`config.mk`:
```
export PLATFORM = sky130hd
export DESIGN_NAME = sram_rr_arbiter
export DESIGN_NICKNAME = d
export VERILOG_FILES = /design/src/rtl/sram_rr_arbiter_pkg.sv /design/src/rtl/sram_rr_arbiter_rr_pick.sv /design/src/rtl/sram_rr_arbiter.sv
export SDC_FILE = /design/constraint.sdc
export NUM_CORES = 1
export LEC_CHECK = 0
export BUFFER_PORTS_ARGS = -buffer_cell sky130_fd_sc_hd__buf_4
export CORE_MARGIN = 1.5
export CORE_UTILIZATION = 39
export CTS_BUF_LIST = sky130_fd_sc_hd__clkbuf_8
export CTS_CLUSTER_DIAMETER = 50
export DETAILED_ROUTE_END_ITERATION = 10
export PLACE_DENSITY_LB_ADDON = 0.08
export SLEW_MARGIN = 20
export SYNTH_ARGS = -nofsm -noshare
export SYNTH_HDL_FRONTEND = slang
export SYNTH_SLANG_ARGS = --single-unit
```
`constraint.sdc`:
```
create_clock -name clock -period 6.8 [get_ports clock]
set_clock_uncertainty 0.15 [all_clocks]
set_input_delay 1.02 -clock clock [delete_from_list [all_inputs] [get_ports clock]]
set_output_delay 1.02 -clock clock [all_outputs]
set_load 0.02 [all_outputs]
```
`src/rtl/sram_rr_arbiter_pkg.sv`:
```
// Shared definitions for the SRAM round-robin arbiter: sequencer state encoding
// and the default SRAM geometry used across the design.
package sram_arb_pkg;

  typedef enum logic [1:0] {
    S_IDLE  = 2'd0,
    S_ISSUE = 2'd1,
    S_WAIT  = 2'd2,
    S_CLEAR = 2'd3
  } arb_state_t;

  localparam int DEF_ADDR_W = 15;
  localparam int DEF_DATA_W = 32;

endpackage

```
`src/rtl/sram_rr_arbiter_rr_pick.sv`:
```
// Combinational rotate-priority picker: first eligible index strictly after
// the last grant, wrapping modulo N_REQ.
module rr_pick #(
  parameter int N_REQ = 4,
  parameter int IDX_W = $clog2(N_REQ)
) (
  input  logic [N_REQ-1:0] eligible,
  input  logic [IDX_W-1:0] last,
  output logic [N_REQ-1:0] grant,
  output logic             valid
);

  logic [IDX_W-1:0] sel;

  always_comb begin
    grant = '0;
    valid = 1'b0;
    sel   = '0;
    for (int k = 1; k <= N_REQ; k++) begin
      sel = IDX_W'((int'(last) + k) % N_REQ);
      if (!valid && eligible[sel]) begin
        grant[sel] = 1'b1;
        valid      = 1'b1;
      end
    end
  end

endmodule

```
`src/rtl/sram_rr_arbiter.sv`:
```
// Shares one single-port SRAM between N_REQ requesters: round-robin grant,
// one access at a time with a fixed read latency, plus a full zero-fill.
module sram_rr_arbiter
  import sram_arb_pkg::*;
#(
  parameter int N_REQ          = 4,
  parameter int ADDR_W         = DEF_ADDR_W,
  parameter int DATA_W         = DEF_DATA_W,
  parameter int RD_LAT         = 2,
  parameter bit CLEAR_ON_RESET = 1'b1
) (
  input  logic                     clock,
  input  logic                     reset,
  input  logic [N_REQ-1:0]         req,
  input  logic [N_REQ-1:0]         we,
  input  logic [N_REQ*ADDR_W-1:0]  addr,
  input  logic [N_REQ*DATA_W-1:0]  wdata,
  output logic [N_REQ-1:0]         ack,
  output logic [DATA_W-1:0]        rdata,
  input  logic                     clear_req,
  output logic                     clear_done,
  output logic                     busy,
  output logic                     mem_en,
  output logic                     mem_we,
  output logic [ADDR_W-1:0]        mem_addr,
  output logic [DATA_W-1:0]        mem_wdata,
  input  logic [DATA_W-1:0]        mem_rdata
);

  localparam int IDX_W  = $clog2(N_REQ);
  localparam int WCNT_W = (RD_LAT > 1) ? $clog2(RD_LAT) : 1;

  arb_state_t        state;
  logic [ADDR_W-1:0] clr_cnt;
  logic [WCNT_W-1:0] wait_cnt;
  logic [IDX_W-1:0]  last_grant;
  logic [IDX_W-1:0]  winner;
  logic              winner_we;
  logic              clear_pend;

  logic [N_REQ-1:0]  eligible;
  logic [N_REQ-1:0]  pick_grant;
  logic              pick_valid;
  logic [IDX_W-1:0]  pick_idx;

  // The requester being acked this cycle must not be re-granted in the same IDLE.
  assign eligible = req & ~ack;
  assign busy     = (state != S_IDLE);

  rr_pick #(
    .N_REQ(N_REQ),
    .IDX_W(IDX_W)
  ) u_pick (
    .eligible(eligible),
    .last    (last_grant),
    .grant   (pick_grant),
    .valid   (pick_valid)
  );

  always_comb begin
    pick_idx = '0;
    for (int i = 0; i < N_REQ; i++) begin
      if (pick_grant[i]) pick_idx = IDX_W'(i);
    end
  end

  always_ff @(posedge clock) begin
    if (!reset) begin
      state      <= CLEAR_ON_RESET ? S_CLEAR : S_IDLE;
      clr_cnt    <= '0;
      wait_cnt   <= '0;
      last_grant <= IDX_W'(N_REQ - 1);
      winner     <= '0;
      winner_we  <= 1'b0;
      clear_pend <= 1'b0;
      ack        <= '0;
      rdata      <= '0;
      clear_done <= 1'b0;
      mem_en     <= 1'b0;
      mem_we     <= 1'b0;
      mem_addr   <= '0;
      mem_wdata  <= '0;
    end else begin
      ack        <= '0;
      clear_done <= 1'b0;
      // A clear arriving mid-transaction waits; one arriving mid-clear is dropped.
      if (clear_req && (state == S_ISSUE || state == S_WAIT)) clear_pend <= 1'b1;

      case (state)
        S_IDLE: begin
          if (clear_pend || clear_req) begin
            mem_en <= 1'b0;
            mem_we <= 1'b0;
            state  <= S_CLEAR;
          end else if (pick_valid) begin
            winner    <= pick_idx;
            winner_we <= we[pick_idx];
            mem_en    <= 1'b1;
            mem_we    <= we[pick_idx];
            mem_addr  <= addr[pick_idx*ADDR_W +: ADDR_W];
            mem_wdata <= wdata[pick_idx*DATA_W +: DATA_W];
            state     <= S_ISSUE;
          end else begin
            mem_en <= 1'b0;
            mem_we <= 1'b0;
          end
        end

        S_ISSUE: begin
          mem_en   <= 1'b0;
          mem_we   <= 1'b0;
          wait_cnt <= WCNT_W'(RD_LAT - 1);
          state    <= S_WAIT;
        end

        S_WAIT: begin
          if (wait_cnt == '0) begin
            if (!winner_we) rdata <= mem_rdata;
            ack[winner] <= 1'b1;
            last_grant  <= winner;
            state       <= S_IDLE;
          end else begin
            wait_cnt <= wait_cnt - 1'b1;
          end
        end

        S_CLEAR: begin
          // The final address is on the bus this cycle; close out next edge.
          if (mem_en && mem_addr == {ADDR_W{1'b1}}) begin
            mem_en     <= 1'b0;
            mem_we     <= 1'b0;
            clear_done <= 1'b1;
            clear_pend <= 1'b0;
            clr_cnt    <= '0;
            state      <= S_IDLE;
          end else begin
            mem_en    <= 1'b1;
            mem_we    <= 1'b1;
            mem_addr  <= clr_cnt;
            mem_wdata <= '0;
            clr_cnt   <= clr_cnt + 1'b1;
          end
        end

        default: state <= S_IDLE;
      endcase
    end
  end

endmodule

```
# After elaboration in Yosys (flattened, before gate mapping)

Cells that the tools add are included.

Register bits: 110

Add/sub/neg operators: 6
Multipliers: 1
$lt $le $gt $ge: 11
Equality and inequality tests: 10
Shift operators: 2
Muxes and demuxes: 58
Bitwise gates (word level): 10
Reductions and logical operators: 27

Operator list:

| operator                                                   | count |
|---|---|
| indexed part select 128 x 8 -> 32 bit                      | 1 |
| two-way mux 32 bit                                         | 3 |
| case mux 32 bit (2 select lines)                           | 1 |
| two-way mux 15 bit                                         | 4 |
| indexed part select 60 x 7 -> 15 bit                       | 1 |
| case mux 15 bit (2 select lines)                           | 1 |
| two-way mux 1 bit                                          | 25 |
| less-than comparator 2 x 3 -> 1 bit, second input constant | 6 |
| two-way mux 4 bit                                          | 4 |
| adder 15 x 1 -> 15 bit, second input constant              | 1 |
| == test 15 bit, second input constant                      | 1 |
| two-way mux 2 bit                                          | 6 |
| bitwise OR 4 bit                                           | 3 |
| binary-select mux 1 bit (select 2 bit)                     | 5 |
| demux 1 bit (select 2 bit)                                 | 5 |
| >= comparator 2 x 1 -> 1 bit, second input constant        | 5 |
| logical AND 1 bit                                          | 10 |
| inequality test 2 bit, second input constant               | 5 |
| AND reduction 3 bit                                        | 3 |
| case mux 2 bit (4 select lines)                            | 1 |
| multiplier 2 x 4 -> 6 bit, second input constant           | 1 |
| case mux 1 bit (3 select lines)                            | 2 |
| nonzero test 2 bit                                         | 3 |
| inverter 1 bit                                             | 5 |
| other kinds (16)                                           | 23 |

# Longest topological paths before layout

Gate-level depths: netlist of run 1.

Depth after elaboration: 22
Gate-level depth with buffers: 11
Gate-level depth less buffers: 9

# Hierarchy

Synthesis of run 1 repeated with hierarchy kept, for this count alone.

Cell total of the unflattened synthesis: 719
Area total of the unflattened synthesis: 6284.8 sq um

Modules (own cells, without submodules):

| module          | times used | cells each | area each (sq um) | sequential area each (sq um) |
|---|---|---|---|---|
| sram_rr_arbiter | 1          | 671        | 5869.4            | 2202.1 |
| rr_pick         | 1          | 48         | 415.4             | 0.0 |

# Worst setup path after synthesis of run 1

No wires, ideal clock.

Path type: input-to-reg
Start point: input req[0]
End point: register mem_wdata[10]
Setup time: 0.122 ns
Arrival: 2.965 ns
Data required time: 6.528 ns
Path slack: 3.563 ns
Cell stages on the path: 9
Path through: nor2b_1 -> mux4_2 -> a21bo_2 -> o22ai_2 -> nand2_1 -> and2_1 -> clkbuf_1 -> buf_2 -> a221o_1

Cells in the longest elaborated chain, start to end: 20
Elaborated cells on any way between the ends: 35

RTL lines:

| element                                 | line                          | RTL |
|---|---|---|
| start, declared                         | sram_rr_arbiter.sv:14         | `input logic [N_REQ-1:0] req,` |
| AND 4 bit *                             | sram_rr_arbiter.sv:47         | `assign eligible = req & ~ack;` |
| binary-select mux 1 bit (select 2 bit)  | sram_rr_arbiter_rr_pick.sv:21 | `if (!valid && eligible[sel]) begin` |
| two-way mux 1 bit (implied by the code) | sram_rr_arbiter_rr_pick.sv:21 |  |
| two-way mux 1 bit                       | sram_rr_arbiter_rr_pick.sv:21 |  |
| logical NOT 1 bit                       | sram_rr_arbiter_rr_pick.sv:21 |  |
| logical AND 1 bit                       | sram_rr_arbiter_rr_pick.sv:21 |  |
| two-way mux 1 bit                       | sram_rr_arbiter_rr_pick.sv:21 |  |
| logical NOT 1 bit                       | sram_rr_arbiter_rr_pick.sv:21 |  |
| (+3 left out)                           | --                            |  |
| logical AND 1 bit                       | sram_rr_arbiter_rr_pick.sv:21 |  |
| two-way mux 4 bit                       | sram_rr_arbiter_rr_pick.sv:21 |  |
| two-way mux 1 bit                       | sram_rr_arbiter.sv:63         | `if (pick_grant[i]) pick_idx = IDX_W'(i);` |
| two-way mux 2 bit (2 in a row)          | sram_rr_arbiter.sv:63         |  |
| indexed part select 128 x 8 -> 32 bit   | sram_rr_arbiter.sv:101        | `mem_wdata <= wdata[pick_idx*DATA_W +: DATA_W];` |
| two-way mux 32 bit                      | sram_rr_arbiter.sv:95         | `end else if (pick_valid) begin` |
| two-way mux 32 bit                      | sram_rr_arbiter.sv:91         | `if (clear_pend \|\| clear_req) begin` |
| case mux 32 bit (2 select lines)        | sram_rr_arbiter.sv:89         | `case (state)` |
| end signal, assigned                    | sram_rr_arbiter.sv:101        |  |
| end, declared                           | sram_rr_arbiter.sv:26         | `output logic [DATA_W-1:0] mem_wdata,` |

Mark *: on every way between the ends. The rest lies on a longest branch, timed or not. The select of a mux whose other input is x is not followed.
A chain may end at the register's enable or synchronous reset.

# Worst setup path in the final report of run 1

Start point: register last_grant[0]
End point: register mem_wdata[2]

Cells in the longest elaborated chain, start to end: 20
Elaborated cells on any way between the ends: 58

RTL lines:

| element                                                                      | line                   | RTL |
|---|---|---|
| start, declared                                                              | sram_rr_arbiter.sv:36  | `logic [IDX_W-1:0] last_grant;` |
| start signal, assigned                                                       | sram_rr_arbiter.sv:72  | `last_grant <= IDX_W'(N_REQ - 1);` |
| start signal, assigned                                                       | sram_rr_arbiter.sv:120 | `last_grant <= winner;` |
| branches (longest 20 deep; another with less-than comparator 2 x 3 -> 1 bit) | --                     |  |

Parallel ways; which one is timed is not known. The select of a mux whose other input is x is not followed.

==> impl_metrics.ini, run 1 <==
[routing]
postRouteAntennaNets = 0
drt-wirelength-per-cell_um = 18.7
drtIter0Drc = 360
vias_per_cell = 5.27
vias = 6036
drcViolationCount = 0
wl_um = 21500
dr.pass1.iters = 4

[final_layout]
antenna-diode-count = 0
multi_input_area_um2 = 3210
n_fill_cell = 1369
syn_to_final_growth_pct = 46.5
seq_area_um2 = 2200
nets = 1205
drive_above_1_share_pct = 36.3
final_area_um2 = 8260

[pwr]
seqPwrFrac_pct = 29.1
power.internal_mw = 1.51
comb_power_share_pct = 57.8
leakage_nw = 3.77
p_switching_mw = 1.28
power_mw = 2.79
clkPwrFrac_pct = 13.2
powerDensity_nw_per_um2 = 338
p_sw_share_pct = 45.9
ir_drop_v = 0.000352

[logic_synthesis]
synth_cell_types = 49
syn_nets = 921
synth_xor_area_share_pct = 1.87
muxShareOfSynthArea_pct = 7.95
ys_seq_elements = 110
yosys.area_share.simple_pct = 19.2
yosysTopAreaCell = dfxtp_1
synthTopCellsByArea = dfxtp_1 (39%), mux2i_1 (6.8%), nand2_1 (6.7%)
synth.most_common_cell = dfxtp_1
ys_async_sr_fraction_pct = 0
synth-main-ff-cell = dfxtp_1
yosys_warnings = 0
synth_compound_area_share_pct = 24.8
syn_area_per_cell_um2 = 8.31
synth-seq-area-share_pct = 39.1
netlist_top_cells_count = dfxtp_1 (110), nand2_1 (101), nor2_1 (76)
synthCells = 678
syn-cell-area_um2 = 5630
synth_top_family_by_area = compound AO/OA/AOI/OAI gates
synth-edff-count = 0
synth_top_area_share_pct = 39.1
synthAdderAreaFrac_pct = 2.66

[worst_setup_path]
worst_path_largest_cell_delay_ns = 0.76
worstReg2RegEnd = mem_wdata[2]
start_kind = flop
crit_cells = 10
endpoint = mem_wdata[2]
worst_ep_required_time_ns = 6.94
path_delay_family = simple AND/OR/NAND/NOR gates
path_cells = inv_1, ha_1, mux4_2, nor3b_1, o22ai_1, nand2_2, buf_4, mux2i_1, a211oi_1, a221o_1
setup.worst_path.start = last_grant[0]
cp_num_buf_inv = 2
end_kind = flop
crit_slowest_cell = nand2_2
ff2ff_setup_slack_ns = 2.81
r2r-start = last_grant[0]
crit_arrival_ns = 4.13
crit_fanout = 34
reg2reg_depth = 10
critical_path_class = reg2reg

[timing]
rsz0062_at_grt = no
setup_slack_ns = 2.81
fmax_ghz = 0.251
finalCriticalPeriod_ns = 3.99
setup_viol = 0
maxSlewViolCount = 0
hold_viol_final = 0
fin_setup_tns_ns = 0
worstMarginPinSlew_ns = 1.04
max-slew-margin-rel_pct = 30.4
post-route-period-util_pct = 58.7

[clock_tree]
cts_tree = done
clkTransAtPathRegs_ns = 0.10
clock_sinks = 110
postCtsSetupBuffers = 0
numCtsBuffers = 9
cts_hold_buf = 0
cts_root_buf = clkbuf_8
clockBufferDepth = 2
clk_latency_ns = 0.39
cts_resized = 0
htree_num_levels = 3

[outcome]
outcome = finished, final reports clean

[placed_design]
portBuffers = 317
dp_hpwl_um = 16500
pre_cts_slack_ns = 2.46
routabilityCongestion = 0.895
placed_area_um2 = 8080

[floorplan]
coreArea_um2 = 14000
die_x_um = 123
core.rowCount = 43
io_pins = 318
die_h_um = 123
start_util_pct = 40.3
fp.dieArea_um2 = 15200

[grt]
antenna_found_initial = 0
grt_pass1_vias = 5600
grt_max_degree = 80
grt.overflow.total = 0
gr-usage-all-layers_pct = 27.2
grt_pass1_wl_um = 31300

[flow_run]
drv_cap = 0

[worst_hold_path]
hold_class = reg2reg
-- through the flow --
step           hold WS (ns)  std cells  util (%)
4_1_cts               0.312       1146      59.0
6_report              0.310       1146      59.0
3_3_place_gp          0.293       1131      57.8
2_1_floorplan         0.287        678         -
3_5_place_dp          0.299       1131      57.8
5_1_grt               0.327       1146      59.0
-- how the worst min path moves through the flow --
stage | start | endpoint | slack (ns) | depth (start not counted)
after floorplan | clear_pend | clear_pend | 0.29 | 2
after global placement | rdata[11] | rdata[11] | 0.29 | 2
after detailed placement | rdata[7] | rdata[7] | 0.30 | 2
after CTS | rdata[22] | rdata[22] | 0.31 | 2
after global routing | rdata[7] | rdata[7] | 0.33 | 2
final | rdata[29] | rdata[29] | 0.31 | 2
-- flip-flops by register name, summed over array words and instances, names as in the netlist, 2 cells and up --
name	count
mem_wdata	32
rdata	32
clr_cnt	15
mem_addr	15
ack	4
last_grant	2
state	2
winner	2
-- tightest hold or removal path, cell delays in order (launching register included) --
cell	delay, ns
dfxtp_1	0.32
nand2_1	0.05
a21oi_1	0.05
-- cell usage in the layout (no fill, tap or decap), drive strengths merged, types with 2 or more instances in the layout --
master	Yosys	final
a211oi	33	33
a21bo	2	2
a21oi	52	52
a221o	32	32
a221oi	4	4
a2bb2oi	11	11
a31oi	2	2
a32o	4	4
and2	4	4
and3	14	14
buf	18	323
clkbuf	32	10
clkinv	0	2
dfxtp	110	110
ha	12	12
inv	8	10
mux2i	38	38
mux4	3	3
nand2	102	102
nand2b	7	7
nand3	5	5
nand4	11	11
nor2	76	76
nor2b	5	5
nor3	10	10
nor3b	2	2
nor4	2	2
o211ai	4	4
o21ai	38	38
o22ai	12	12
or2	2	2
xor2	11	11
-- power groups by stage --
stage / Combinational [mW] / Sequential (mW) / Clock, mW
2_1_floorplan: 1.08 / 0.891 / 0
3_3_place_gp: 1.60 / 0.824 / 0
3_5_place_dp: 1.61 / 0.825 / 0
4_1_cts: 1.62 / 0.810 / 0.376
5_1_grt: 1.78 / 0.825 / 0.397
6_report: 1.61 / 0.811 / 0.367
-- layout make-up --
class	instances	share of cell area (%)
well taps	180	2.73
flip-flops and latches	110	26.7
multi-input cells	510	38.9
clock inverters	5	0.349
repair buffers	323	29.4
clock buffers	10	1.67
inverters	8	0.364
-- logic make-up after synthesis --
kind of cell	after synthesis
adders and majority gates	12
AOI/OAI and AO/OA	201
xor gates and xnor gates	12
and+or+nand+nor	244
buffers and inverters	58
DFF	110
muxes	41
-- per-layer routing --
layer  track usage (%)  routed length, µm  vias up  part of all wire (%)
li1                  -                  -     3035                     -
met1              32.3               8420     2756                    39
met2              45.9              10500      199                    49
met3              7.70               1710       46                   7.9
met4              12.0                826        0                   3.8
met5                 0                  0        -                     0
No activity file was read; power rests on OpenSTA's default activity.
==> inputs of run 2 (changes only) <==
--- a/config.mk
+++ b/config.mk
@@ -5,6 +5,7 @@
 export SDC_FILE = /design/constraint.sdc
 export NUM_CORES = 1
 export LEC_CHECK = 0
+export ABC_AREA = 1
 export BUFFER_PORTS_ARGS = -buffer_cell sky130_fd_sc_hd__buf_4
 export CORE_MARGIN = 1.5
 export CORE_UTILIZATION = 39
==> constraint.sdc (replaced) <==
create_clock -name clock -period 3.39 [get_ports clock]
set_clock_uncertainty 0.15 [all_clocks]
set_input_delay 0.5085 -clock clock [delete_from_list [all_inputs] [get_ports clock]]
set_output_delay 0.5085 -clock clock [all_outputs]
set_load 0.02 [all_outputs]
==> impl_metrics.ini, run 2 <==
[worst_setup_path]
start_kind = flop
worst_ep_required_time_ns = 3.56
critical_path_class = reg2reg
end_kind = flop
crit_arrival_ns = 3.22
crit_fanout = 37

[logic_synthesis]
synth-seq-area-share_pct = 33.1
ys_seq_elements = 110
synth_cell_types = 38
syn_area_per_cell_um2 = 6.00
yosysTopAreaCell = dfxtp_1
yosys_warnings = 0
synth-main-ff-cell = dfxtp_1
syn-cell-area_um2 = 6660
synthCells = 1111
syn_nets = 1354
synth-edff-count = 0
synth_top_area_share_pct = 33.1
synthTopCellsByArea = dfxtp_1 (33%), nand2_1 (16%), nor2_1 (16%)
ys_async_sr_fraction_pct = 0
netlist_top_cells_count = nand2_1 (278), nor2_1 (278), dfxtp_1 (110)

[clock_tree]
clockBufferDepth = 2
numCtsBuffers = 9
clock_sinks = 110
cts_hold_buf = 0
postCtsSetupBuffers = 0
cts_tree = done
clkTransAtPathRegs_ns = 0.13
clk_latency_ns = 0.40
htree_num_levels = 3
cts_resized = 0
cts_root_buf = clkbuf_8

[pwr]
leakage_nw = 4.73
powerDensity_nw_per_um2 = 936
ir_drop_v = 0.000603

[final_layout]
finalCoreUtilization_pct = 56.3
layout_commonest_cell = buf_4
syn_to_final_growth_pct = 40.7
n_fill_cell = 1723
largestRegisters = mem_wdata x32, rdata x32
nets = 1638
drive_above_1_share_pct = 27.4
final_cell_mix = buf_4 (331), nand2_1 (276), nor2_1 (276)
fin_cells = 1620
antenna-diode-count = 0

[routing]
drtIter0Drc = 465
wl_um = 24700
drcViolationCount = 0
dr.pass1.iters = 7
vias_per_cell = 4.85
postRouteAntennaNets = 0
drt-wirelength-per-cell_um = 15.3
vias = 7860

[worst_hold_path]
hold_class = in2reg

[timing]
setup_slack_ns = 0.342
finalCriticalPeriod_ns = 3.05
rsz0062_at_grt = no
setup_viol = 0
hold_viol_final = 0
worstMarginPinSlew_ns = 1.01
fin_setup_tns_ns = 0
post-route-period-util_pct = 89.9
maxSlewViolCount = 0
fmax_ghz = 0.328
max-slew-margin-rel_pct = 32.8

[grt]
gr-usage-all-layers_pct = 26.9
grt.overflow.total = 0
antenna_found_initial = 0
grt_pass1_vias = 7366
grt_pass1_wl_um = 38100
grt_max_degree = 56

[floorplan]
io_pins = 318
start_util_pct = 40.0
die_x_um = 134
coreArea_um2 = 16600
fp.dieArea_um2 = 17900
die_h_um = 134
core.rowCount = 47

[placed_design]
routabilityCongestion = 0.894
dp_cells = 1604
dp_hpwl_um = 18600
portBuffers = 317
pre_cts_slack_ns = 0.396

[outcome]
outcome = finished, final reports clean

[flow_run]
drv_cap = 0
run 2: cell types whose count changed in the layout (fill, tap and decap cells not counted), moves of 8 or more:
cell / change
nand3_1: +41
buf_4: +8
a211oi_1: -33
a2bb2oi_1: -11
o21ai_1: +35
inv_1: +87
o22ai_1: -10
a221o_1: -32
nor2_1: +201
o21ai_0: +10
a21oi_1: +29
mux2i_1: -38
nand2_1: +176
and3_1: -14
run 2: critical path: stages (launching register included):
cell and delay (ns):
dfxtp_1 0.35, inv_1 0.11, ha_1 0.39, inv_1 0.10, nand3_2 0.14, nand2_4 0.11
nand3_2 0.09, nand2_2 0.06, nor2_4 0.13, nand2_4 0.08, inv_4 0.28, nand2_2 0.26
buf_12 0.25, nor2_1 0.10, nand2_1 0.05, nand2_1 0.07, nand2_1 0.05, a21oi_1 0.17
run 2: path summary, 6_finish.rpt:
kind                                      end  cells past startpoint          start  slack [ns]
worst max register to register  mem_wdata[31]                     17  last_grant[1]        0.34
worst min register to register   mem_wdata[8]                      2   mem_wdata[8]        0.32
worst min-delay path                rdata[31]                      3  mem_rdata[31]        0.16
worst max-delay path            mem_wdata[31]                     17  last_grant[1]        0.34
run 2: per-stage QoR:
step | power (mW) | area [µm²] | hold slack, ns
CTS | 8.77 | 9380 | 0.154
global placement | 7.90 | 9170 | 0.303
global route | 9.61 | 9380 | 0.145
finish | 8.78 | 9380 | 0.164
floorplan | 6.28 | 6660 | 0.270
detailed placement | 7.91 | 9170 | 0.306
run 2: final cells by class:
type | count | area (µm²) | share of cell area [%]
clock buffers | 9 | 124 | 1.32
clock inverters | 7 | 86.3 | 0.921
inverters | 104 | 393 | 4.19
multi-input cells | 835 | 3730 | 39.8
flip-flops and latches | 110 | 2200 | 23.5
well taps | 220 | 275 | 2.94
repair buffers | 335 | 2560 | 27.4
run 2: logic make-up after synthesis:
| logic type | count (synthesis) | share of synthesized area, % |
|---|---|---|
| buffers and inverters | 166 | 11.2 |
| AOI/OAI and AO/OA | 171 | 13.2 |
| and+or+nand+nor | 647 | 39.7 |
| adders and majority gates | 12 | 2.25 |
| xor gates and xnor gates | 5 | 0.657 |
| DFF | 110 | 33.1 |
run 2: power by group:
group	total [mW]	switching, mW	internal (mW)
clock network	0.839	0.543	0.297
registers	1.80	0.205	1.59
logic	6.14	3.99	2.15
total	8.78	4.74	4.04
run 2: routing by layer:
| metal | wire [µm] | GRT usage [%] | share of wire [%] |
|---|---|---|---|
| met1 | 10200 | 32.9 | 41 |
| met2 | 11900 | 46.4 | 48 |
| met3 | 2140 | 7.00 | 8.7 |
| met4 | 505 | 7.91 | 2.0 |
| met5 | 0 | 0 | 0 |
